--- config.mk ---
export PLATFORM = sky130hd
export DESIGN_NAME = mem_access_stage
export DESIGN_NICKNAME = d
export VERILOG_FILES = /design/src/rtl/mem_access_stage_pkg.sv /design/src/rtl/mem_access_stage_mem_req_ctrl.sv /design/src/rtl/mem_access_stage.sv
export SDC_FILE = /design/constraint.sdc
export NUM_CORES = 1
export LEC_CHECK = 0
export CAP_MARGIN = 0
export CORE_UTILIZATION = 34
export DETAILED_ROUTE_END_ITERATION = 10
export HOLD_SLACK_MARGIN = 0.06
export PLACE_DENSITY = 0.78
export SLEW_MARGIN = 20
export SYNTH_ARGS = -nofsm -noshare
export SYNTH_HDL_FRONTEND = slang
export SYNTH_SLANG_ARGS = --single-unit
--- constraint.sdc ---
create_clock -name clk -period 1.1 [get_ports clk]
set_input_delay 0.22 -clock clk [delete_from_list [all_inputs] [get_ports clk]]
set_output_delay 0.22 -clock clk [all_outputs]
set_load 0.01 [all_outputs]
--- src/rtl/mem_access_stage_pkg.sv ---
// Shared widths, MEM-stage FSM encoding and the data-memory timeout default.
// Imported by mem_req_ctrl and mem_access_stage.
package mem_access_stage_pkg;

   localparam int ASIZE       = 5;
   localparam int DSIZE       = 32;
   localparam int ISIZE       = 32;
   localparam int TIMEOUT_DEF = 16;

   typedef enum logic [1:0] {
      ST_IDLE = 2'd0,
      ST_WAIT = 2'd1,
      ST_DONE = 2'd2
   } mem_state_e;

   // A combined load+store is treated as a store by the callers.
   function automatic logic is_mem_op(input logic rd, input logic wr);
      return rd | wr;
   endfunction

endpackage

--- src/rtl/mem_access_stage_mem_req_ctrl.sv ---
// mem_req_ctrl: data-memory req/ack FSM, registered dm_* bus, stall generation.
// Optional abort of a stuck access under `DM_TIMEOUT_EN (sticky dm_err).
module mem_req_ctrl
   import mem_access_stage_pkg::*;
#(
   parameter int DW             = DSIZE,
   parameter int TIMEOUT_CYCLES = TIMEOUT_DEF
) (
   input  logic          clk,
   input  logic          rst,
   input  logic          mem_op_i,
   input  logic          we_i,
   input  logic [DW-1:0] addr_i,
   input  logic [DW-1:0] wdata_i,
   input  logic          dm_ack_i,
   input  logic [DW-1:0] dm_rdata_i,
   output mem_state_e    state_o,
   output logic          stall_o,
   output logic [DW-1:0] rdata_o,
   output logic          dm_req_o,
   output logic          dm_we_o,
   output logic [DW-1:0] dm_addr_o,
   output logic [DW-1:0] dm_wdata_o,
   output logic          dm_err_o
);

   mem_state_e    state_q, state_d;
   logic          dm_req_q, dm_req_d;
   logic          dm_we_q, dm_we_d;
   logic [DW-1:0] dm_addr_q, dm_addr_d;
   logic [DW-1:0] dm_wdata_q, dm_wdata_d;
   logic [DW-1:0] rdata_q, rdata_d;
   logic          timeout;

   always_ff @(posedge clk) begin
      // NOTE: state elements use non-blocking assignments and a synchronous reset, so every
      // register samples the values that existed before this edge.
      if (rst) state_q <= ST_IDLE;
      else     state_q <= state_d;
   end

   // NOTE: every always_comb assigns a default first so no path leaves a latch behind.
   always_comb begin : next_state
      state_d = state_q;
      unique case (state_q)
         ST_IDLE: if (mem_op_i)             state_d = ST_WAIT;
         ST_WAIT: if (dm_ack_i || timeout)  state_d = ST_DONE;
         ST_DONE:                           state_d = ST_IDLE;
         default:                           state_d = ST_IDLE;
      endcase
   end

   always_comb begin : fsm_outputs
      stall_o = 1'b0;
      unique case (state_q)
         ST_IDLE: stall_o = mem_op_i;
         ST_WAIT: stall_o = 1'b1;
         default: stall_o = 1'b0;
      endcase
   end

   // Request bus is captured once on leaving IDLE and held untouched through WAIT.
   always_comb begin : datapath
      dm_req_d   = dm_req_q;
      dm_we_d    = dm_we_q;
      dm_addr_d  = dm_addr_q;
      dm_wdata_d = dm_wdata_q;
      rdata_d    = rdata_q;
      unique case (state_q)
         ST_IDLE: begin
            if (mem_op_i) begin
               dm_req_d   = 1'b1;
               dm_we_d    = we_i;
               dm_addr_d  = addr_i;
               dm_wdata_d = wdata_i;
            end
         end
         ST_WAIT: begin
            if (dm_ack_i) begin
               dm_req_d = 1'b0;
               rdata_d  = dm_we_q ? '0 : dm_rdata_i;
            end else if (timeout) begin
               dm_req_d = 1'b0;
               rdata_d  = '0;
            end
         end
         default: ;
      endcase
   end

   always_ff @(posedge clk) begin
      if (rst) begin
         dm_req_q   <= 1'b0;
         dm_we_q    <= 1'b0;
         dm_addr_q  <= '0;
         dm_wdata_q <= '0;
         rdata_q    <= '0;
      end else begin
         dm_req_q   <= dm_req_d;
         dm_we_q    <= dm_we_d;
         dm_addr_q  <= dm_addr_d;
         dm_wdata_q <= dm_wdata_d;
         rdata_q    <= rdata_d;
      end
   end

`ifdef DM_TIMEOUT_EN
   localparam int CW = (TIMEOUT_CYCLES > 2) ? $clog2(TIMEOUT_CYCLES) : 1;

   logic [CW-1:0] cnt_q, cnt_d;
   logic          err_q, err_d;

   // An ack in the last allowed cycle still wins over the abort.
   assign timeout = (state_q == ST_WAIT) && !dm_ack_i &&
                    (cnt_q == CW'(TIMEOUT_CYCLES - 1));

   always_comb begin : timeout_next
      cnt_d = cnt_q;
      err_d = err_q | timeout;
      if (state_q == ST_IDLE)                    cnt_d = '0;
      else if (state_q == ST_WAIT && !dm_ack_i)  cnt_d = cnt_q + 1'b1;
   end

   always_ff @(posedge clk) begin
      if (rst) begin
         cnt_q <= '0;
         err_q <= 1'b0;
      end else begin
         cnt_q <= cnt_d;
         err_q <= err_d;
      end
   end

   assign dm_err_o = err_q;
`else
   assign timeout  = 1'b0;
   assign dm_err_o = 1'b0;
`endif

   assign state_o    = state_q;
   assign rdata_o    = rdata_q;
   assign dm_req_o   = dm_req_q;
   assign dm_we_o    = dm_we_q;
   assign dm_addr_o  = dm_addr_q;
   assign dm_wdata_o = dm_wdata_q;

endmodule

--- src/rtl/mem_access_stage.sv ---
// mem_access_stage: pipeline MEM stage; runs loads/stores on a req/ack data memory,
// stalls upstream meanwhile and feeds MEM/WB. Optional abort via `DM_TIMEOUT_EN.
module mem_access_stage
   import mem_access_stage_pkg::*;
#(
   parameter int AW             = ASIZE,
   parameter int DW             = DSIZE,
   parameter int IW             = ISIZE,
   parameter int TIMEOUT_CYCLES = TIMEOUT_DEF
) (
   input  logic          clk,
   input  logic          rst,
   input  logic [AW-1:0] waddr_in,
   input  logic [DW-1:0] aluout_in,
   input  logic [DW-1:0] stdata_in,
   input  logic          memread_in,
   input  logic          memwrite_in,
   input  logic          wen_in,
   input  logic          memtoreg_in,
   input  logic          jal_in,
   input  logic [IW-1:0] nPC_in,
   output logic [AW-1:0] waddr_out,
   output logic [DW-1:0] dmrdata_out,
   output logic [DW-1:0] aluout_out,
   output logic          wen_out,
   output logic          memtoreg_out,
   output logic          jal_out,
   output logic [IW-1:0] nPC_out,
   output logic          stall_out,
   output logic          dm_req,
   output logic          dm_we,
   output logic [DW-1:0] dm_addr,
   output logic [DW-1:0] dm_wdata,
   input  logic          dm_ack,
   input  logic [DW-1:0] dm_rdata,
   output logic          dm_err
);

   mem_state_e    state;
   logic          stall;
   logic [DW-1:0] rdata;

   mem_req_ctrl #(
      .DW             (DW),
      .TIMEOUT_CYCLES (TIMEOUT_CYCLES)
   ) u_ctrl (
      .clk        (clk),
      .rst        (rst),
      .mem_op_i   (is_mem_op(memread_in, memwrite_in)),
      .we_i       (memwrite_in),
      .addr_i     (aluout_in),
      .wdata_i    (stdata_in),
      .dm_ack_i   (dm_ack),
      .dm_rdata_i (dm_rdata),
      .state_o    (state),
      .stall_o    (stall),
      .rdata_o    (rdata),
      .dm_req_o   (dm_req),
      .dm_we_o    (dm_we),
      .dm_addr_o  (dm_addr),
      .dm_wdata_o (dm_wdata),
      .dm_err_o   (dm_err)
   );

   // Inputs are frozen upstream while stalled, so DONE can forward them directly.
   always_comb begin : wb_mux
      waddr_out    = waddr_in;
      aluout_out   = aluout_in;
      nPC_out      = nPC_in;
      wen_out      = wen_in;
      memtoreg_out = memtoreg_in;
      jal_out      = jal_in;
      dmrdata_out  = '0;
      if (state == ST_DONE) begin
         dmrdata_out = rdata;
      end else if (stall) begin
         wen_out      = 1'b0;
         memtoreg_out = 1'b0;
         jal_out      = 1'b0;
      end
   end

   assign stall_out = stall;

endmodule
==> qor.txt, run 1 <==
Grt total ovfl: 0
Worst r2r dst: u_ctrl.dm_addr_o[6]$_SDFFE_PP0P_
Max FO, Critical Path: 8
Mapped Nets: 688
Layout cells sized above 1: 39.3%
FF-to-FF Start: u_ctrl.state_o[0]$_SDFFE_PP0P_
Critical Path Slowest Stage Cell: dfxtp_4
Final WS setup: -589 ps
DR vias/cell: 4.51
Peak Freq: 592 MHz
PortBufs: 237
Lkg Pwr: 3.50 nW
Initial core utilization: 34.9%
Synthesized flop and latch total: 100
Nets: 909
R2r setup slk: -390 ps
TritonCTS Buffers: 9
Tcrit/Tclk final: 154%
Most common cell on crit path: buf_6
Mean Syn Cell Area: 9.32 um2
Hpwl dp: 9210 um
Outcome: complete, but fails checks
Largest net degree at the start of global routing: 72
Die Wd: 124 um
CP bufs+invs: 3
Drt initial violations: 163
Source of the worst hold timing path: rst
Worst-skew pair later-pin latency: 340 ps
VDD IR-drop max: 0.000933 V
Crit path kind: flip-flop to output pin
First-pass GRT wire length: 22100 um
Synthesis-to-layout area growth: 54.6%
H-tree depth: 3
Violated checks: setup timing
DRC: 0
Clock skew: 5.05 ps
CTS clock-pin slew for the worst setup and hold paths: 70 ps
Cell with the most instances after synthesis: nand2b_1
Asr flop ratio synth: 0%
Top cells by area, synth: dfxtp_1 (39%), nand2b_1 (16%), mux2i_1 (13%)
Number of global-route vias before repair: 4273
Min-Delay Path Class: primary input to flip-flop
Dominant synthesized flop cell: dfxtp_1
Vias: 4315
Worst Hold End: u_ctrl.state_o[0]$_SDFFE_PP0P_
Sequence of cells on the critical path: and2b_2 > buf_6 > buf_8 > and2_4 > buf_6
CTS Sinks: 100
CTS tree: yes
DIE AREA: 15500 um2
R2R depth: 7
Clk buf depth: 2
Drt pass-1 iters: 4
Setup WS pre-CTS: -795 ps
Average wire per standard cell: 14.6 um
Startpoint Class: flip-flop
RSZ-0062 raised after global routing: true
Core ar.: 14600 um2
Diode count: 0
Share of the synthesized area in the top cell type: 39.3%
Largest area contributor in the netlist: dfxtp_1
Pins Over Slew Limit: 0
Die Height: 124 um
Final hold violations: 0
Placer congestion estimate: 0.789
Post-synth top cells: nand2b_1 (128), dfxtp_1 (100), buf_4 (71)
Synth warn: 0
Initial antenna violation count: 0
Worst setup EP type: output pin
Synth cell types: 23
Min Hold Slack: 133 ps
Total GRT Usage: 17.9%
Maxcap violations: 0
Detailed Route WL: 14000 um
Top Ports: 313
Critical path's top delay family: buffers and inverters
Tmin final: 1690 ps
CTS root buf: clkbuf_16
Worst path required time: 880 ps
Cell area power density: 1290 nW/um2
Post-Synthesis Cells: 547
Worst Path Arrival: 1470 ps
EDFF count, synth: 0
Final ANT Viol Nets: 0
Util after Layout: 54.0%
Sequential area share after synthesis: 39.3%
Worst path max stage delay: 350 ps
Row count: 44
Mapped Area: 5100 um2
Final setup fails: 133
Worst hold stages: 2
[registers in the layout (all words and copies together) (netlist names)]
name / cells
u_ctrl.dm_wdata_o: 32
u_ctrl.dm_addr_o: 32
u_ctrl.rdata_o: 32
u_ctrl.dm_we_o: 1
u_ctrl.dm_req_o: 1
u_ctrl.state_o: 2
[layout make-up]
type / instances / area, um2
tap: 184 / 230
sequential: 100 / 2030
fill: 1322 / 6710
clock buffer: 10 / 239
timing repair buffer: 317 / 2800
multi-input combinational: 340 / 2450
clock inverter: 6 / 134
[logic make-up after synthesis]
kind of cell | Yosys count | synth area share, %
AO/OA/AOI/OAI | 38 | 3.98
flip-flops | 100 | 39.3
other | 1 | 0.0736
buffers and inverters | 108 | 16.1
AND/OR/NAND/NOR | 236 | 28.1
multiplexers | 64 | 12.6
[how the worst max path moves through the flow]
| stage | end | slack (ps) | start | cells after the start |
|---|---|---|---|---|
| floorplan | u_ctrl.dm_addr_o[10]$_SDFFE_PP0P_ | -20 | u_ctrl.state_o[0]$_SDFFE_PP0P_ | 5 |
| global placement | jal_out | -820 | memwrite_in | 5 |
| detailed placement | jal_out | -790 | memwrite_in | 5 |
| CTS | dmrdata_out[1] | -600 | u_ctrl.state_o[0]$_SDFFE_PP0P_ | 5 |
| global route | jal_out | -650 | u_ctrl.state_o[0]$_SDFFE_PP0P_ | 6 |
| finish | dmrdata_out[0] | -590 | u_ctrl.state_o[0]$_SDFFE_PP0P_ | 5 |
[per-layer routing]
layer / wire (um) / GRT usage [%] / up-vias
li1: - / - / 2143
met3: 860 / 5.20 / 31
met4: 366 / 8.22 / 0
met5: 0 / 0 / -
met1: 5780 / 20.9 / 1986
met2: 6950 / 30.1 / 155
[layout by cell type, fill, tap and decap left out, drive strengths merged, types with 2 or more instances in the layout]
cell type / synthesis / layout
dlymetal6s2s: 0 / 2
buf: 89 / 209
nand3b: 33 / 33
clkdlybuf4s50: 0 / 94
bufinv: 0 / 4
dlygate4sd2: 0 / 6
mux2i: 64 / 64
nand2b: 128 / 128
a21oi: 34 / 34
and2: 32 / 32
dfxtp: 100 / 100
clkdlybuf4s15: 0 / 5
o21a: 1 / 2
nor2b: 3 / 3
nand2: 34 / 34
clkbuf: 19 / 11
nor2: 3 / 3
[metrics by stage]
stage	TNS, ps	total power, mW	cells	area (um2)
floorplan	-1510	5.32	547	5110
global placement	-69630	6.27	920	7380
detailed placement	-71250	6.29	920	7380
CTS	-49800	10.3	955	7740
global route	-54410	10.7	957	7880
finish	-46660	10.2	957	7880
[report_power, final]
group	internal, mW	leakage, nW	switching (mW)
Combinational	1.31	2.48	0.939
Sequential	3.90	0.829	0.136
Clock	2.52	0.183	1.39
Total	7.73	3.50	2.46
[repair_timing]
item,in CTS,in global routing
pin swaps,65,28
setup endpoints to repair,232,139
hold buffers,0,0
gates resized for setup,646,41
buffers inserted,13,4
gates cloned,7,2
endpoints found under the hold margin,0,0
(Power assumes the default switching activity.)
==> run 2, diff against run 1 <==
- GPL_TIMING_DRIVEN: unset -> 0
==> run 2 against run 1 <==
Against the previous run: the flow still finishes with violations (setup timing); wire length grew 11%; largest power group unchanged; die area is the same; critical path type unchanged; global-route usage grew 1.3 points; non-clock buffer count grew 105; sequential power is essentially flat.
==> qor.txt, run 2 (synthesis results as in run 1) <==
Lkg Pwr: 3.94 nW (+13%)
Source of the worst hold timing path: aluout_in[12]
Max FO, Critical Path: 6 (-2)
Worst setup EP type: output pin
Worst Path Arrival: 1460 ps (about the same)
NetSw: 2.60 mW (+5.6%)
Internal power: 7.41 mW (-4.2%)
Final cell area excluding filler cells: 8770 um2 (+11%)
DIE AREA: 15500 um2 (unchanged)
Worst Hold End: u_ctrl.dm_addr_o[12]$_SDFFE_PP0P_
Hpwl dp: 10700 um (+16%)
Drt initial violations: 174 (+6.7%)
Switch share: 26.0% (+1.8 points)
Reg power frac: 40.3% (+0.7 points)
Maxcap violations: 0 (unchanged)
Layout cells sized above 1: 38.4% (-0.97 points)
Clock skew: 6.52 ps (+1.47 ps)
Initial antenna violation count: 1 (+1)
Final setup fails: 135 (+1.5%)
Placer congestion estimate: 0.758 (-4.0%)
CTS tree: yes
Share of total power in combinational logic: 27.8% (+5.8 points)
Placement Cell Area: 8070 um2 (+9.4%)
Final ANT Viol Nets: 0 (unchanged)
Total GRT Usage: 19.3% (+1.3 points)
Worst path required time: 880 ps (about the same)
Final WS setup: -579 ps (+9.68 ps)
Drt pass-1 iters: 4 (unchanged)
Power after layout: 10.0 mW (-1.8%)
Most common cell on crit path: buf_6
Largest net degree at the start of global routing: 16 (-78%)
Top Ports: 313 (unchanged)
DRC: 0 (unchanged)
Fill cells: 1299 (-1.7%)
Peak Freq: 595 MHz (+0.58%)
Final hold violations: 0 (unchanged)
Number of global-route vias before repair: 4571 (+7.0%)
Startpoint Class: flip-flop
Min-Delay Path Class: primary input to flip-flop
Most frequent cells in the layout: nand2b_1 (128), clkdlybuf4s50_1 (105), buf_2 (90), dfxtp_1 (82), buf_4 (80)
Pins Over Slew Limit: 0 (unchanged)
First-pass GRT wire length: 23800 um (+8.0%)
Grt total ovfl: 0 (unchanged)
Nets: 1013 (+11%)
Util after Layout: 60.1% (+6.1 points)
Worst hold stages: 3 (+1)
Setup WS pre-CTS: -948 ps (-153 ps)
Detailed Route WL: 15500 um (+11%)
Min Hold Slack: 269 ps (+136 ps)
CTS clock-pin slew for the worst setup and hold paths: 70 ps (about the same)
R2R depth: 9 (+2)
Commonest non-fill, non-tap cell in the layout: nand2b_1
Core ar.: 14600 um2 (unchanged)
H-tree depth: 3 (unchanged)
Post-CTS Hold Fix Bufs: 0 (unchanged)
PortBufs: 273 (+15%)
Row count: 44 (unchanged)
Vias: 4700 (+8.9%)
Initial core utilization: 34.9% (unchanged)
Die Height: 124 um (unchanged)
Synthesis-to-layout area growth: 72.0%
VDD IR-drop max: 0.000650 V (-30%)
Worst r2r dst: u_ctrl.dm_wdata_o[10]$_SDFFE_PP0P_
Sequence of cells on the critical path: and2b_4 > buf_6 > buf_8 > and2_4 > buf_6
CTS Sinks: 100 (unchanged)
Crit path kind: flip-flop to output pin
Critical path's top delay family: simple AND/OR/NAND/NOR gates
TritonCTS Buffers: 9 (unchanged)
FF-to-FF Start: u_ctrl.state_o[0]$_SDFFE_PP0P_
Clk buf depth: 2 (unchanged)
Outcome: complete, but fails checks
R2r setup slk: -460 ps (-70 ps)
Tmin final: 1680 ps (-9.68 ps)
Clock share of power: 31.9% (-6.4 points)
Average wire per standard cell: 14.6 um (about the same)
Tcrit/Tclk final: 153% (-0.88 points)
Worst-skew pair later-pin latency: 350 ps (about the same)
CTS root buf: clkbuf_16
Critical Path Slowest Stage Cell: dfxtp_4
RSZ-0062 raised after global routing: true
Violated checks: setup timing
CP bufs+invs: 3 (unchanged)
Worst path max stage delay: 340 ps (about the same)
Die Wd: 124 um (unchanged)
Cell area power density: 1140 nW/um2 (-12%)
DR vias/cell: 4.43 (-1.8%)
==> run 2: cell count changes in the layout (fill, tap and decap cells not counted), sizes merged, moves of 2 or more <==
cell	before	now
dlymetal6s2s	2	0
bufinv	4	1
clkbuf	11	32
clkinvlp	0	2
clkdlybuf4s50	94	105
buf	209	236
clkdlybuf4s15	5	26
dlygate4sd2	6	34
==> run 2: per-stage QoR <==
step / cells / TNS, ps
3_3_place_gp: 1004 / -75660
2_1_floorplan: 547 / -1510
5_1_grt: 1061 / -62660
3_5_place_dp: 1004 / -76940
4_1_cts: 1056 / -52890
6_report: 1061 / -54920
==> run 2: power by group through the flow <==
stage	registers [mW]	logic (mW)	clock network (mW)
after floorplan	4.20	1.12	0
after global placement	4.11	2.50	0
after detailed placement	4.11	2.51	0
after CTS	4.03	2.77	3.27
after global routing	4.07	2.96	3.42
final	4.03	2.78	3.19
==> run 2: tightest hold or removal path, stage by stage <==
cell,delay [ps]
clkdlybuf4s15_2,210
nand2b_1,70
mux2i_1,60
==> run 2: metal layers <==
metal | up-vias | routed length (um) | global-route usage (%)
met4 | 0 | 310 | 6.38
met3 | 27 | 1000 | 5.97
li1 | 2355 | - | -
met5 | - | 0 | 0
met1 | 2136 | 6680 | 23.2
met2 | 182 | 7480 | 32.3
==> run 2: how the worst max path moves through the flow <==
stage | slack (ps) | cells past startpoint | end | start
final | -580 | 5 | dmrdata_out[10] | u_ctrl.state_o[0]$_SDFFE_PP0P_
after global routing | -620 | 5 | dmrdata_out[10] | u_ctrl.state_o[0]$_SDFFE_PP0P_
after CTS | -630 | 5 | dmrdata_out[10] | u_ctrl.state_o[0]$_SDFFE_PP0P_
after detailed placement | -950 | 5 | jal_out | memwrite_in
after global placement | -910 | 5 | jal_out | memwrite_in
after floorplan | -20 | 5 | u_ctrl.dm_addr_o[10]$_SDFFE_PP0P_ | u_ctrl.state_o[0]$_SDFFE_PP0P_
==> run 2: layout make-up <==
cell class / count / area (um2) / share of cell area (%)
antenna: 1 / 2.50 / 0.0285
buffer: 105 / 833 / 9.50
clock buffer: 11 / 243 / 2.77
clock inverter: 4 / 50.0 / 0.571
multi-input combinational: 339 / 2420 / 27.6
sequential: 100 / 2030 / 23.2
tap: 184 / 230 / 2.63
timing repair buffer: 317 / 2960 / 33.8
==> run 2: what timing repair did <==
item | CTS | global route
gates resized for setup | 636 | 43
pin swaps | 58 | 28
setup buffers | 23 | 7
endpoints found under the setup margin | 225 | 136
gates cloned | 15 | 2
